$ cat src/rtl/munoc_control_request_arbiter.sv
// Round-robin arbiter that shares the single NoC control/info slave port
// among NUM_REQ requesters. One transaction is outstanding at a time. The
// granted payload is held until the slave answers or the timeout fires. A
// timed-out transaction is answered with an error, then drained until the
// slave finally responds.
module munoc_control_request_arbiter #(
  parameter int NUM_REQ        = 4,
  parameter int BW_ADDR        = 32,
  parameter int BW_DATA        = 32,
  parameter int TIMEOUT_CYCLES = 1024,
  parameter int BW_REQ_ID      = 4
) (
  input  logic                       clk,
  input  logic                       rstnn,
  input  logic [NUM_REQ-1:0]         req_valid_list,
  input  logic [NUM_REQ-1:0]         req_write_list,
  input  logic [NUM_REQ*BW_ADDR-1:0] req_addr_list,
  input  logic [NUM_REQ*BW_DATA-1:0] req_wdata_list,
  output logic [NUM_REQ-1:0]         req_done_list,
  output logic [BW_DATA-1:0]         rsp_rdata,
  output logic                       rsp_error,
  output logic                       sreq,
  output logic                       swrite,
  output logic [BW_ADDR-1:0]         saddr,
  output logic [BW_DATA-1:0]         swdata,
  output logic [BW_REQ_ID-1:0]       sid,
  input  logic                       sready,
  input  logic [BW_DATA-1:0]         srdata,
  input  logic                       serror,
  output logic [7:0]                 timeout_count
);

  localparam int IDX_BW   = (NUM_REQ > 1) ? $clog2(NUM_REQ) : 1;
  localparam int TIMER_BW = (TIMEOUT_CYCLES == 0) ? 1 : $clog2(TIMEOUT_CYCLES + 1);
  localparam logic TIMEOUT_EN = (TIMEOUT_CYCLES != 0);
  localparam logic [TIMER_BW-1:0] TIMER_LAST =
    TIMER_BW'((TIMEOUT_CYCLES == 0) ? 0 : TIMEOUT_CYCLES - 1);
  localparam logic [IDX_BW-1:0] LAST_GRANT_INIT = IDX_BW'(NUM_REQ - 1);
  localparam logic [NUM_REQ-1:0] DONE_ONE = {{(NUM_REQ-1){1'b0}}, 1'b1};

  typedef enum logic [1:0] {
    IDLE  = 2'd0,
    BUSY  = 2'd1,
    RESP  = 2'd2,
    DRAIN = 2'd3
  } state_t;

  // Registered state and outputs
  state_t               state_r;
  logic                 sreq_r;
  logic                 swrite_r;
  logic [BW_ADDR-1:0]   saddr_r;
  logic [BW_DATA-1:0]   swdata_r;
  logic [BW_REQ_ID-1:0] sid_r;
  logic [IDX_BW-1:0]    last_grant_r;
  logic [NUM_REQ-1:0]   done_r;
  logic [BW_DATA-1:0]   rdata_r;
  logic                 error_r;
  logic [TIMER_BW-1:0]  timer_r;
  logic                 timed_out_r;
  logic [7:0]           tcount_r;

  // Next-state values
  state_t               state_s;
  logic                 sreq_s;
  logic                 swrite_s;
  logic [BW_ADDR-1:0]   saddr_s;
  logic [BW_DATA-1:0]   swdata_s;
  logic [BW_REQ_ID-1:0] sid_s;
  logic [IDX_BW-1:0]    last_grant_s;
  logic [NUM_REQ-1:0]   done_s;
  logic [BW_DATA-1:0]   rdata_s;
  logic                 error_s;
  logic [TIMER_BW-1:0]  timer_s;
  logic                 timed_out_s;
  logic [7:0]           tcount_s;

  // Arbitration helpers
  logic [BW_ADDR-1:0]   addr_arr_s  [NUM_REQ];
  logic [BW_DATA-1:0]   wdata_arr_s [NUM_REQ];
  logic                 hi_found_s;
  logic                 lo_found_s;
  logic [IDX_BW-1:0]    hi_idx_s;
  logic [IDX_BW-1:0]    lo_idx_s;
  logic                 grant_found_s;
  logic [IDX_BW-1:0]    grant_idx_s;
  int                   last_int_s;
  logic                 timeout_hit_s;

  genvar gi;
  generate
    for (gi = 0; gi < NUM_REQ; gi++) begin : g_unpack
      assign addr_arr_s[gi]  = req_addr_list[BW_ADDR*gi +: BW_ADDR];
      assign wdata_arr_s[gi] = req_wdata_list[BW_DATA*gi +: BW_DATA];
    end
  endgenerate

  assign timeout_hit_s = TIMEOUT_EN && (timer_r == TIMER_LAST);

  // Round-robin pick: lowest valid index above last_grant, else lowest valid index at or below it
  always_comb begin
    hi_found_s = 1'b0;
    lo_found_s = 1'b0;
    hi_idx_s   = '0;
    lo_idx_s   = '0;
    last_int_s = int'(last_grant_r);
    for (int i = NUM_REQ - 1; i >= 0; i--) begin
      if (req_valid_list[i] && (i > last_int_s)) begin
        hi_found_s = 1'b1;
        hi_idx_s   = IDX_BW'(i);
      end else if (req_valid_list[i]) begin
        lo_found_s = 1'b1;
        lo_idx_s   = IDX_BW'(i);
      end else begin
        hi_found_s = hi_found_s;
      end
    end
    grant_found_s = hi_found_s | lo_found_s;
    if (hi_found_s) begin
      grant_idx_s = hi_idx_s;
    end else begin
      grant_idx_s = lo_idx_s;
    end
  end

  // Next-state and next-output logic of the transaction FSM
  always_comb begin
    state_s      = state_r;
    sreq_s       = sreq_r;
    swrite_s     = swrite_r;
    saddr_s      = saddr_r;
    swdata_s     = swdata_r;
    sid_s        = sid_r;
    last_grant_s = last_grant_r;
    done_s       = '0;
    rdata_s      = rdata_r;
    error_s      = error_r;
    timer_s      = timer_r;
    timed_out_s  = timed_out_r;
    tcount_s     = tcount_r;
    case (state_r)
      IDLE: begin
        if (grant_found_s) begin
          state_s      = BUSY;
          sreq_s       = 1'b1;
          swrite_s     = req_write_list[grant_idx_s];
          saddr_s      = addr_arr_s[grant_idx_s];
          swdata_s     = wdata_arr_s[grant_idx_s];
          sid_s        = BW_REQ_ID'(grant_idx_s);
          last_grant_s = grant_idx_s;
          timer_s      = '0;
          timed_out_s  = 1'b0;
        end else begin
          state_s = IDLE;
        end
      end
      BUSY: begin
        if (sready) begin
          // A slave answer in the last timer cycle still counts as a normal response
          state_s = RESP;
          sreq_s  = 1'b0;
          rdata_s = srdata;
          error_s = serror;
          done_s  = DONE_ONE << sid_r;
        end else if (timeout_hit_s) begin
          // Keep sreq high: the slave still owes an answer that must be drained
          state_s     = RESP;
          sreq_s      = 1'b1;
          rdata_s     = '0;
          error_s     = 1'b1;
          timed_out_s = 1'b1;
          done_s      = DONE_ONE << sid_r;
          if (tcount_r != 8'hFF) begin
            tcount_s = tcount_r + 8'd1;
          end else begin
            tcount_s = tcount_r;
          end
        end else begin
          timer_s = timer_r + TIMER_BW'(1);
        end
      end
      RESP: begin
        if (timed_out_r) begin
          state_s = DRAIN;
          sreq_s  = 1'b1;
        end else begin
          state_s = IDLE;
          sreq_s  = 1'b0;
        end
      end
      DRAIN: begin
        if (sready) begin
          state_s     = IDLE;
          sreq_s      = 1'b0;
          timed_out_s = 1'b0;
        end else begin
          state_s = DRAIN;
        end
      end
      default: begin
        state_s     = IDLE;
        sreq_s      = 1'b0;
        timed_out_s = 1'b0;
      end
    endcase
  end

  // State and output registers, cleared asynchronously by rstnn
  always_ff @(posedge clk or negedge rstnn) begin
    if (!rstnn) begin
      state_r      <= IDLE;
      sreq_r       <= 1'b0;
      swrite_r     <= 1'b0;
      saddr_r      <= '0;
      swdata_r     <= '0;
      sid_r        <= '0;
      last_grant_r <= LAST_GRANT_INIT;
      done_r       <= '0;
      rdata_r      <= '0;
      error_r      <= 1'b0;
      timer_r      <= '0;
      timed_out_r  <= 1'b0;
      tcount_r     <= 8'd0;
    end else begin
      state_r      <= state_s;
      sreq_r       <= sreq_s;
      swrite_r     <= swrite_s;
      saddr_r      <= saddr_s;
      swdata_r     <= swdata_s;
      sid_r        <= sid_s;
      last_grant_r <= last_grant_s;
      done_r       <= done_s;
      rdata_r      <= rdata_s;
      error_r      <= error_s;
      timer_r      <= timer_s;
      timed_out_r  <= timed_out_s;
      tcount_r     <= tcount_s;
    end
  end

  assign req_done_list = done_r;
  assign rsp_rdata     = rdata_r;
  assign rsp_error     = error_r;
  assign sreq          = sreq_r;
  assign swrite        = swrite_r;
  assign saddr         = saddr_r;
  assign swdata        = swdata_r;
  assign sid           = sid_r;
  assign timeout_count = tcount_r;

endmodule

$ cat config.mk
export PLATFORM = sky130hd
export DESIGN_NAME = munoc_control_request_arbiter
export DESIGN_NICKNAME = d
export VERILOG_FILES = /design/src/rtl/munoc_control_request_arbiter.sv
export SDC_FILE = /design/constraint.sdc
export NUM_CORES = 1
export LEC_CHECK = 0
export BUFFER_PORTS_ARGS = -buffer_cell sky130_fd_sc_hd__buf_2
export CAP_MARGIN = 20
export CORE_AREA = 2 2 160 162
export DETAILED_ROUTE_END_ITERATION = 12
export DIE_AREA = 0 0 162 164
export SLEW_MARGIN = 20
export SYNTH_ARGS = -nofsm -noshare
export SYNTH_HDL_FRONTEND = slang
export SYNTH_SLANG_ARGS = --single-unit
$ cat constraint.sdc
create_clock -name clk -period 2.2 [get_ports clk]
set_input_delay 0.44 -clock clk [delete_from_list [all_inputs] [get_ports clk]]
set_output_delay 0.44 -clock clk [all_outputs]
set_load 0.05 [all_outputs]
==> metrics.txt <==
cells on worst reg2reg path=7; largest family of logic cells by synthesized area=multiplexers; area fraction in compound gates after synthesis=approximately 16%; Core Area=0.0248 mm^2; first-pass GRT wire length=34800 um; CTS Sinks=129; Cells after Synth=602; initial antenna violation count=0; Logic pwr share=a little under three fifths; Num CTS Buffers=17; outcome=completed; Worst IR Drop VDD=around 790 uV; Initial Util=a little over a quarter; synthesized area=around 0.0067 mm^2; largest net degree at the start of global routing=just under 50; 1st-iter DRT viols=between 300 and 400; Chip Height=164 um; Leak=between 5 and 6 nW; arrival time at the worst endpoint=approximately 2400 ps; gr ovfl total=0; Final Instance Area=about 0.010 mm^2; Min-Delay Path Class=in2reg; row count=slightly below 60; WL/cell=around 17 um; #FFs+latches synth=129; P_sw=~8 mW; met2 wire length=11800 um; EDFF count, synth=0; Internal=8.15 mW; Clock power frac=roughly 18%; Setup Crit Path Kind=reg2reg; CTS tree=done; Via Count=roughly 6500; Synth Area in Simple Gates=between 8 and 9%; CP required=2480 ps; critical path peak fanout=14; final setup violation count=0; WL met3=1310 um; sw frac=between 40% and 50%; Skew-Pair Late Insertion Delay=about 420 ps; main flop type after synthesis=dfrtp_1; Setup WS pre-CTS=-47.3 ps; vias in the first global route=6495; # diodes=0; fin crit period=2100 ps; Final Skew=between 10 and 15 ps; H-Tree Depth=4; post-DP HPWL=about 17000 um; vias per cell=~4.7; RSZ-0062 raised after global routing=no; Final Cycle Share=95.4%; final worst slack=101 ps; Area growth, synth to finish=51.9%; die area=roughly 0.027 mm^2; Highest Signal Layer=met4; synthesized area per cell=about 11 um^2; Worst-Margin Slew=a little over 600 ps; fraction of layout cells with a size suffix above 1=about half; num ports=between 400 and 500; first drt pass iteration count=4; post-synthesis xor/xnor area fraction=between 1.5 and 2%; CTS Root Cell=clkbuf_16; Max Cap Viol=0; final hold viol count=0; clk slew on worst S/H paths=about 70 ps; register share of total power=24.5%; M1 wire length=slightly below 10000 um; IO buf count=412; Post-Synth Adder-Cell Area=under 10%; Final ANT Viol Nets=0; Final Slew Violations=0; placed inst area=between 0.009 and 0.01 mm^2; drt total wl=23200 um; Power per Cell Area=roughly 1600 mW/mm^2; fin nets=about 1300; Hold WS=about 230 ps; sequential cell area fraction in the yosys report=48.2%; Die Wd=162 um; drc violations=0; CP Launch Type=flip-flop; Crit. End Element=flip-flop; Worst Hold Depth=2; Fillers=roughly 2500; normalized max-slew margin=59.2%; mux cell area share after synthesis=about a fifth; GR Util All Layers=around 17%; FMAX=about 480 MHz; Max Root-Sink Buffers=2; Synth warnings=0; gpl congestion=approximately 0.83; Post-synth ARST share=between 90% and 100%; Synth cell types=44
==> critical path, stage by stage (launching register included) <==
cell,delay (ps)
dfstp_2,560
nand2b_1,120
nand2_1,90
a211oi_4,270
buf_4,190
bufbuf_16,320
mux2i_1,270
o221ai_1,150
==> flip-flops by register name, indices dropped and copies added, names as in the netlist <==
register       count
timed_out_r        1
swrite             1
rsp_error          1
req_done_list      4
timeout_count      8
saddr             32
sreq               1
sid                2
last_grant_r       2
swdata            32
state_r            2
rsp_rdata         32
timer_r           11
==> per-layer routing <==
metal / up-vias / track usage, %
met5: - / 0
met4: 0 / 5.47
met3: 15 / 3.46
met2: 241 / 29.3
met1: 3117 / 21.0
li1: 3133 / -
==> Yosys cell counts, types with 2 or more instances <==
cell         n  area share [%]
dfstp_2      2            0.78
o211ai_1     2            0.22
and3_1       3            0.28
buf_2       22             1.6
nand2_1     87             4.9
nand4_1      5            0.47
o221ai_1    65             8.5
a22o_1      35             4.6
buf_1        5            0.28
mux2i_1    130              19
nor2_1      18             1.0
a21oi_1      9            0.67
a211oi_1     6            0.67
nand2b_1     6            0.56
and2_1       2            0.19
a31oi_1      2            0.19
a2111oi_0    2            0.26
xnor2_1     14             1.8
ha_1         6             1.1
o21ai_0      3            0.22
dfrtp_1    127              47
clkbuf_1    18             1.0
inv_1        5            0.28
nand3_1      5            0.37
buf_4        4            0.45
==> power groups by stage <==
stage | clock network (mW) | logic (mW) | registers, mW
finish | 2.90 | 9.22 | 3.92
global placement | 0 | 8.97 | 3.93
detailed placement | 0 | 9.09 | 3.94
CTS | 2.98 | 9.18 | 3.93
global route | 3.11 | 9.79 | 4.04
floorplan | 0 | 3.24 | 7.02
==> layout by cell type, fill, tap and decap left out, drive strengths merged, types with 5 or more instances in the layout <==
cell type | netlist | final
nand4 | 6 | 6
nand3 | 5 | 5
ha | 6 | 6
nor2 | 18 | 18
a21oi | 9 | 9
buf | 31 | 458
xnor2 | 14 | 14
o221ai | 65 | 65
inv | 5 | 13
mux2i | 130 | 130
a211oi | 6 | 6
clkbuf | 18 | 17
a22o | 35 | 35
nand2 | 87 | 87
dfrtp | 127 | 127
nand2b | 6 | 6
==> through the flow <==
stage	utilization (%)	instances	TNS (ps)	power, mW
floorplan	-	603	0	10.3
global placement	38.0	1334	0	12.9
detailed placement	38.0	1334	-88.1	13.0
CTS	40.6	1369	0	16.1
global route	41.0	1376	0	16.9
finish	41.0	1376	0	16.0
==> timing repair <==
action / CTS / global route
pin swaps: 1 / 2
gates resized for setup: 0 / 8
setup endpoints to repair: 2 / 13
endpoints found under the hold margin: 44 / 0
hold buffers: 1 / 0
setup buffers: 1 / 7
cloned: 1 / 0
==> cell families after synthesis <==
| logic type | Yosys count |
|---|---|
| buffers and inverters | 54 |
| AOI/OAI and AO/OA | 131 |
| muxes | 131 |
| xor gates and xnor gates | 15 |
| and+or+nand+nor | 135 |
| DFF | 129 |
| other | 1 |
| adders and majority gates | 6 |
==> final timing paths <==
check                                             from                   endpoint  slack [ps]
max in group asynchronous                        rstnn     swdata[31]$_DFFE_PN0P_        1020
max reg2reg                last_grant_r[0]$_DFFE_PN1P_      saddr[22]$_DFFE_PN0P_         100
min in group asynchronous                        rstnn  rsp_rdata[16]$_DFFE_PN0P_         530
min reg2reg                       saddr[3]$_DFFE_PN0P_       saddr[3]$_DFFE_PN0P_         480
min                                         srdata[29]  rsp_rdata[29]$_DFFE_PN0P_         230
max                        last_grant_r[0]$_DFFE_PN1P_      saddr[22]$_DFFE_PN0P_         100
==> final cells by class <==
type | count | area [um^2] | area share (%)
clock buffers | 17 | 425 | 4.18
clock inverters | 15 | 174 | 1.71
inverters | 5 | 18.8 | 0.184
multi-input cells | 420 | 3280 | 32.2
flip-flops and latches | 129 | 3230 | 31.8
well taps | 330 | 413 | 4.06
repair buffers | 460 | 2640 | 25.9
Note: power is estimated with default switching activity, not from simulation.
